$ cat config.mk
export PLATFORM = sky130hd
export DESIGN_NAME = jk_bank_driver
export DESIGN_NICKNAME = d
export VERILOG_FILES = /design/src/rtl/jk_drv_pkg.sv /design/src/rtl/jk_excite_enc.sv /design/src/rtl/jk_bank_driver.sv
export SDC_FILE = /design/constraint.sdc
export NUM_CORES = 1
export LEC_CHECK = 0
export BUFFER_PORTS_ARGS = -buffer_cell sky130_fd_sc_hd__buf_2
export CAP_MARGIN = 20
export CORE_MARGIN = 4
export CORE_UTILIZATION = 50
export DETAILED_ROUTE_END_ITERATION = 8
export HOLD_SLACK_MARGIN = 0.02
export PLACE_DENSITY = 0.79
export SYNTH_ARGS = -nofsm -noshare
export SYNTH_HDL_FRONTEND = slang
export SYNTH_SLANG_ARGS = --single-unit
export TNS_END_PERCENT = 20
$ cat constraint.sdc
create_clock -name clk -period 1.5 [get_ports clk]
set_input_delay 0.075 -clock clk [delete_from_list [all_inputs] [get_ports clk]]
set_output_delay 0.075 -clock clk [all_outputs]
set_load 0.01 [all_outputs]
$ cat src/rtl/jk_drv_pkg.sv
// Shared types and constants for the JK flop bank driver.
// Holds the command opcodes, controller states and INIT length.
package jk_drv_pkg;

  typedef enum logic [1:0] {
    OP_LOAD   = 2'd0,
    OP_SET    = 2'd1,
    OP_CLR    = 2'd2,
    OP_TOGGLE = 2'd3
  } op_e;

  typedef enum logic [2:0] {
    INIT  = 3'd0,
    IDLE  = 3'd1,
    DRIVE = 3'd2,
    CHECK = 3'd3,
    ERR   = 3'd4
  } state_e;

  localparam int INIT_CYCLES = 1;

endpackage

$ cat src/rtl/jk_excite_enc.sv
// Combinational map from a register-level operation to per-bit J/K excitation
// and the bank contents expected once that excitation has been applied.
module jk_excite_enc
  import jk_drv_pkg::*;
#(
  parameter int WIDTH = 8
) (
  input  op_e              op_i,
  input  logic [WIDTH-1:0] data_i,
  input  logic [WIDTH-1:0] shadow_i,
  output logic [WIDTH-1:0] j_o,
  output logic [WIDTH-1:0] k_o,
  output logic [WIDTH-1:0] shadow_nxt_o
);

  // J=1,K=0 sets, J=0,K=1 clears, J=K=1 toggles, J=K=0 holds.
  always_comb begin
    j_o          = '0;
    k_o          = '0;
    shadow_nxt_o = shadow_i;
    case (op_i)
      OP_LOAD: begin
        j_o          = data_i;
        k_o          = ~data_i;
        shadow_nxt_o = data_i;
      end
      OP_SET: begin
        j_o          = data_i;
        shadow_nxt_o = shadow_i | data_i;
      end
      OP_CLR: begin
        k_o          = data_i;
        shadow_nxt_o = shadow_i & ~data_i;
      end
      OP_TOGGLE: begin
        j_o          = data_i;
        k_o          = data_i;
        shadow_nxt_o = shadow_i ^ data_i;
      end
      default: begin
        shadow_nxt_o = shadow_i;
      end
    endcase
  end

endmodule

$ cat src/rtl/jk_bank_driver.sv
// Command-driven controller for a bank of JK flops sharing one enable.
// Define JK_DRV_CHECK_EN to compare q_fb against the shadow after each command.
module jk_bank_driver
  import jk_drv_pkg::*;
#(
  parameter int WIDTH = 8
) (
  input  logic             clk,
  input  logic             rst_n,
  input  logic             cmd_valid,
  output logic             cmd_ready,
  input  logic [1:0]       cmd_op,
  input  logic [WIDTH-1:0] cmd_data,
  input  logic [WIDTH-1:0] q_fb,
  output logic [WIDTH-1:0] j,
  output logic [WIDTH-1:0] k,
  output logic             en,
  output logic [WIDTH-1:0] shadow_q,
  output logic             done,
  output logic             err,
  input  logic             err_clr
);

  localparam int INIT_CNT_W = (INIT_CYCLES > 1) ? $clog2(INIT_CYCLES) : 1;
  localparam logic [INIT_CNT_W-1:0] INIT_LAST = INIT_CNT_W'(INIT_CYCLES - 1);

  state_e                state_q, state_d;
  logic [INIT_CNT_W-1:0] initCnt_q, initCnt_d;
  logic [WIDTH-1:0]      j_q, j_d;
  logic [WIDTH-1:0]      k_q, k_d;
  logic                  en_q, en_d;
  logic                  cmdReady_q, cmdReady_d;
  logic [WIDTH-1:0]      shadowBits_q, shadowBits_d;
  logic                  done_q, done_d;

  logic [WIDTH-1:0]      encJ, encK, encShadow;

  jk_excite_enc #(
    .WIDTH(WIDTH)
  ) u_enc (
    .op_i        (op_e'(cmd_op)),
    .data_i      (cmd_data),
    .shadow_i    (shadowBits_q),
    .j_o         (encJ),
    .k_o         (encK),
    .shadow_nxt_o(encShadow)
  );

`ifdef JK_DRV_CHECK_EN
  logic errBit_q, errBit_d;
  assign err = errBit_q;
`else
  logic unused_inputs;
  assign unused_inputs = ^{q_fb, err_clr};
  assign err = 1'b0;
`endif

  // Every output is registered, so each branch sets the values seen in the
  // destination state; en only ever drops for INIT, which clears the bank.
  always_comb begin
    state_d      = state_q;
    initCnt_d    = initCnt_q;
    j_d          = '0;
    k_d          = '0;
    en_d         = 1'b1;
    cmdReady_d   = 1'b0;
    shadowBits_d = shadowBits_q;
    done_d       = 1'b0;
`ifdef JK_DRV_CHECK_EN
    errBit_d     = errBit_q;
`endif
    case (state_q)
      INIT: begin
        shadowBits_d = '0;
        if (initCnt_q == INIT_LAST) begin
          state_d    = IDLE;
          initCnt_d  = '0;
          cmdReady_d = 1'b1;
        end else begin
          en_d      = 1'b0;
          initCnt_d = initCnt_q + 1'b1;
        end
      end
      IDLE: begin
        cmdReady_d = 1'b1;
        if (cmd_valid && cmdReady_q) begin
          state_d      = DRIVE;
          j_d          = encJ;
          k_d          = encK;
          shadowBits_d = encShadow;
          cmdReady_d   = 1'b0;
        end
      end
      DRIVE: begin
`ifdef JK_DRV_CHECK_EN
        state_d = CHECK;
`else
        state_d    = IDLE;
        cmdReady_d = 1'b1;
        done_d     = 1'b1;
`endif
      end
`ifdef JK_DRV_CHECK_EN
      CHECK: begin
        if (q_fb == shadowBits_q) begin
          state_d    = IDLE;
          cmdReady_d = 1'b1;
          done_d     = 1'b1;
        end else begin
          state_d  = ERR;
          errBit_d = 1'b1;
        end
      end
      ERR: begin
        if (err_clr) begin
          state_d      = INIT;
          en_d         = 1'b0;
          errBit_d     = 1'b0;
          shadowBits_d = '0;
        end
      end
`endif
      default: begin
        state_d      = INIT;
        en_d         = 1'b0;
        shadowBits_d = '0;
      end
    endcase
  end

  always_ff @(posedge clk or negedge rst_n) begin
    if (!rst_n) begin
      state_q      <= INIT;
      initCnt_q    <= '0;
      j_q          <= '0;
      k_q          <= '0;
      en_q         <= 1'b0;
      cmdReady_q   <= 1'b0;
      shadowBits_q <= '0;
      done_q       <= 1'b0;
`ifdef JK_DRV_CHECK_EN
      errBit_q     <= 1'b0;
`endif
    end else begin
      state_q      <= state_d;
      initCnt_q    <= initCnt_d;
      j_q          <= j_d;
      k_q          <= k_d;
      en_q         <= en_d;
      cmdReady_q   <= cmdReady_d;
      shadowBits_q <= shadowBits_d;
      done_q       <= done_d;
`ifdef JK_DRV_CHECK_EN
      errBit_q     <= errBit_d;
`endif
    end
  end

  assign j         = j_q;
  assign k         = k_q;
  assign en        = en_q;
  assign cmd_ready = cmdReady_q;
  assign shadow_q  = shadowBits_q;
  assign done      = done_q;

endmodule

==> impl_results.html <==
<table>
<tr><th>Metric</th><th>Value</th></tr>
<tr><th colspan="2">Clock tree</th></tr>
<tr><td>Maximum root-to-sink buffer count</td><td>2</td></tr>
<tr><td>Clock tree from TritonCTS</td><td>yes</td></tr>
<tr><td>Number of gates resized after CTS</td><td>0</td></tr>
<tr><td>Clock latency reported for the late side of the worst-skew pair</td><td>0.33 ns</td></tr>
<tr><td>Clk root buf</td><td>sky130_fd_sc_hd__clkbuf_4</td></tr>
<tr><td>Num Clock Sinks</td><td>29</td></tr>
<tr><td>Number of clock buffers inserted by TritonCTS</td><td>5</td></tr>
<tr><td>Clock-pin slew of the registers on the worst-case setup and hold paths</td><td>0.09 ns</td></tr>
<tr><td>H-tree depth reported by CTS</td><td>2</td></tr>
<tr><th colspan="2">Synth</th></tr>
<tr><td>Synthesis-stage register bit count</td><td>29</td></tr>
<tr><td>Biggest area consumer among synthesized cells</td><td>sky130_fd_sc_hd__dfrtp_1</td></tr>
<tr><td>Number of nets produced by synthesis</td><td>181</td></tr>
<tr><td>Cells taking the most area after synthesis</td><td>sky130_fd_sc_hd__dfrtp_1, sky130_fd_sc_hd__ha_1, sky130_fd_sc_hd__mux2i_1</td></tr>
<tr><td>Sequential fraction of the synthesis area</td><td>46.1%</td></tr>
<tr><td>Cell count after synthesis</td><td>143</td></tr>
<tr><td>Yosys top cell area share</td><td>46.1%</td></tr>
<tr><td>Number of distinct library cell variants in the gate-level netlist after synthesis</td><td>23</td></tr>
<tr><td>Netlist area before placement</td><td>1570 um^2</td></tr>
<tr><td>Number of warnings reported in the yosys synthesis log</td><td>0</td></tr>
<tr><td>Synthesized area divided by synthesized cell count</td><td>11.0 um^2</td></tr>
<tr><th colspan="2">Pwr</th></tr>
<tr><td>Clock share of power</td><td>16.7%</td></tr>
<tr><td>Proportion of total power due to net switching</td><td>38.5%</td></tr>
<tr><td>Power density normalized to cell area</td><td>1430 nW/um^2</td></tr>
<tr><td>Leakage dissipation</td><td>1.04 nW</td></tr>
<tr><td>Worst voltage drop across the vdd grid</td><td>0.549 mV</td></tr>
<tr><td>Total internal power</td><td>1.66 mW</td></tr>
<tr><td>Switching power</td><td>1.04 mW</td></tr>
<tr><td>Final Total Pwr</td><td>2.70 mW</td></tr>
<tr><td>Sequential share of power</td><td>43.6%</td></tr>
<tr><td>Share of total power in combinational logic</td><td>39.8%</td></tr>
<tr><th colspan="2">Timing</th></tr>
<tr><td>Sum of negative setup slack</td><td>0 ns</td></tr>
<tr><td>Worst Max-Slew Pin Slew</td><td>0.622 ns</td></tr>
<tr><td>Crit path time final</td><td>1.41 ns</td></tr>
<tr><td>Number of slew-limit violations in the final report</td><td>0</td></tr>
<tr><td>Hold slack</td><td>0.0472 ns</td></tr>
<tr><td>Final count of negative-setup-slack endpoints</td><td>0</td></tr>
<tr><td>Final setup margin</td><td>0.0886 ns</td></tr>
<tr><td>Headroom to the max-slew limit</td><td>58.5%</td></tr>
<tr><td>Endpoints failing hold</td><td>0</td></tr>
<tr><td>Period utilization</td><td>94.1%</td></tr>
<tr><td>Maximum operating frequency</td><td>709 MHz</td></tr>
<tr><td>Clock tree skew after final layout</td><td>0.00745 ns</td></tr>
<tr><td>Setup repair after global routing missed its margin</td><td>false</td></tr>
<tr><th colspan="2">GRT</th></tr>
<tr><td>Pin count of the biggest net entering global routing</td><td>30</td></tr>
<tr><td>Global route total overflow</td><td>0</td></tr>
<tr><td>Overall routing resource usage</td><td>17.6%</td></tr>
<tr><td>Initial antenna violation count</td><td>0</td></tr>
<tr><td>Global-route wire length before repair</td><td>5550 um</td></tr>
<tr><td>Number of global-route vias before repair</td><td>1,143</td></tr>
<tr><th colspan="2">Worst setup path</th></tr>
<tr><td>Data required time of the worst path</td><td>1.73 ns</td></tr>
<tr><td>Crit. End Element</td><td>flop</td></tr>
<tr><td>Classification of the worst setup path</td><td>primary input to flop</td></tr>
<tr><td>Number of buffer and inverter instances along the worst setup path</td><td>3</td></tr>
<tr><td>Slowest stage delay, CP</td><td>0.53 ns</td></tr>
<tr><td>Family with the most delay on the worst path</td><td>buffers and inverters</td></tr>
<tr><td>Arrival time of data at the critical path endpoint</td><td>1.64 ns</td></tr>
<tr><td>Crit Path Max Fanout</td><td>4</td></tr>
<tr><td>Cell with the largest stage delay on the worst path</td><td>sky130_fd_sc_hd__dlygate4sd3_1</td></tr>
<tr><td>CP Launch Type</td><td>primary input</td></tr>
<tr><td>Worst path cell trace</td><td>dlygate4sd3_1, buf_2, inv_1, ha_1, mux2i_1, nand2_1, a32o_1</td></tr>
<tr><th colspan="2">Finish</th></tr>
<tr><td>Most common library cell in the layout ignoring fill and taps</td><td>sky130_fd_sc_hd__buf_2</td></tr>
<tr><td>Filler Cells Inserted</td><td>238</td></tr>
<tr><td>Commonest non-fill, non-tap cells in the layout</td><td>sky130_fd_sc_hd__buf_2, sky130_fd_sc_hd__dfrtp_1, sky130_fd_sc_hd__inv_1</td></tr>
<tr><td>Antenna fix cells</td><td>0</td></tr>
<tr><td>Share of cells above drive strength 1</td><td>29.7%</td></tr>
<tr><td>Growth of design area from synthesis to finish</td><td>20.4%</td></tr>
<tr><td>Number of nets in the final layout</td><td>229</td></tr>
<tr><th colspan="2">Floorplan</th></tr>
<tr><td>IO Pins</td><td>50</td></tr>
<tr><td>Die footprint</td><td>4110 um^2</td></tr>
<tr><td>Die Height</td><td>64.1 um</td></tr>
<tr><td>Chip Width</td><td>64.1 um</td></tr>
<tr><td>Initial core utilization</td><td>52.0%</td></tr>
<tr><td>Core area</td><td>3030 um^2</td></tr>
<tr><td>Rows</td><td>20</td></tr>
<tr><th colspan="2">Placed design</th></tr>
<tr><td>Half-perimeter wire length of the detailed placement result</td><td>2250 um</td></tr>
<tr><td>IO buf count</td><td>39</td></tr>
<tr><td>Placement Setup Slack</td><td>0.125 ns</td></tr>
<tr><td>Weighted congestion at the end of routability-driven global placement</td><td>0.824</td></tr>
<tr><th colspan="2">Routing</th></tr>
<tr><td>Number of optimization iterations in the first detailed-route pass</td><td>4</td></tr>
<tr><td>Detailed-route wire length</td><td>3140 um</td></tr>
<tr><td>Total via count in the routed design</td><td>1,171</td></tr>
<tr><td>Detail Route Antenna Nets</td><td>0</td></tr>
<tr><td>Wire length per cell</td><td>13.3 um</td></tr>
<tr><td>Detailed Route Iter0 Violations</td><td>107</td></tr>
<tr><td>DRC</td><td>0</td></tr>
<tr><td>Via-to-Cell Ratio</td><td>4.96</td></tr>
<tr><th colspan="2">Outcome</th></tr>
<tr><td>Status</td><td>completed</td></tr>
<tr><th colspan="2">Min path</th></tr>
<tr><td>HP Class</td><td>primary input to flop</td></tr>
<tr><th colspan="2">Job</th></tr>
<tr><td>Maximum Capacitance Violations</td><td>0</td></tr>
</table>
## cells in the mapped netlist, drive strengths merged
cell type,count
a21o,1
buf,7
a21oi,15
nand2,9
nor3,8
inv,19
conb,1
and2,8
mux2i,8
o21bai,1
dfrtp,29
a221oi,2
nor2b,2
a32o,6
nand4b,1
nor2,8
ha,16
a22o,2
## state kept, by name, summed over array words and instances, names as in the netlist
| name | flops |
|---|---|
| done | 1 |
| shadow_q | 8 |
| en | 1 |
| cmd_ready | 1 |
| state_q | 2 |
| k | 8 |
| j | 8 |
## cell type report
cell class,instances,area [um^2],area share [%]
inverters,19,71.3,3.76
flip-flops and latches,29,726,38.3
multi-input cells,88,709,37.4
clock buffers,6,41.3,2.18
clock inverters,2,10.0,0.528
well taps,44,55.1,2.90
repair buffers,48,283,14.9
## logic make-up after synthesis
group	Yosys count	synth area share (%)
and+or+nand+nor	36	13.5
DFF	29	46.1
AOI/OAI and AO/OA	27	13.5
buffers and inverters	26	8.82
adders and majority gates	16	12.7
muxes	8	5.09
other	1	0.238
## power groups by stage
stage	Sequential, mW	Clock (mW)	Combinational (mW)
after floorplan	1.27	0	0.597
after CTS	1.18	0.462	1.08
after global routing	1.22	0.505	1.21
final	1.18	0.451	1.07
after global placement	1.17	0	1.02
after detailed placement	1.19	0	1.07
## per-stage QoR
stage          util [%]  cell area [um^2]  std cells
2_1_floorplan         -              1570        143
3_3_place_gp       58.3              1760        220
3_5_place_dp       58.3              1760        220
4_1_cts            62.3              1890        235
5_1_grt            62.6              1900        236
6_report           62.6              1900        236
## per-layer routing
metal	GRT usage (%)	vias up	part of all wire, %
li1	-	575	-
met4	8.18	0	1.9
met3	6.15	7	6.6
met1	22.4	548	43
met2	26.7	41	48
met5	0	-	0
## what timing repair did
action,CTS,global route
endpoints found under the setup margin,0,0
hold endpoints to repair,35,1
hold buffers,7,1
buffers inserted,0,0
## path summary, 6_finish.rpt
| check | startpoint | end | slack (ns) | cells past startpoint |
|---|---|---|---|---|
| setup / recovery | cmd_data[1] | shadow_q[1]$_DFFE_PN0P_ | 0.09 | 7 |
| hold / removal | cmd_data[4] | j[4]$_DFF_PN0_ | 0.05 | 2 |
| setup reg to reg | shadow_q[1]$_DFFE_PN0P_ | shadow_q[1]$_DFFE_PN0P_ | 0.12 | 5 |
| hold reg to reg | state_q[1]$_DFFE_PN0N_ | en$_DFF_PN0_ | 0.52 | 1 |
| max in group asynchronous | rst_n | en$_DFF_PN0_ | 0.80 | 2 |
| min in group asynchronous | rst_n | shadow_q[5]$_DFFE_PN0P_ | 0.29 | 2 |
Note: power is estimated with default switching activity, not from simulation.
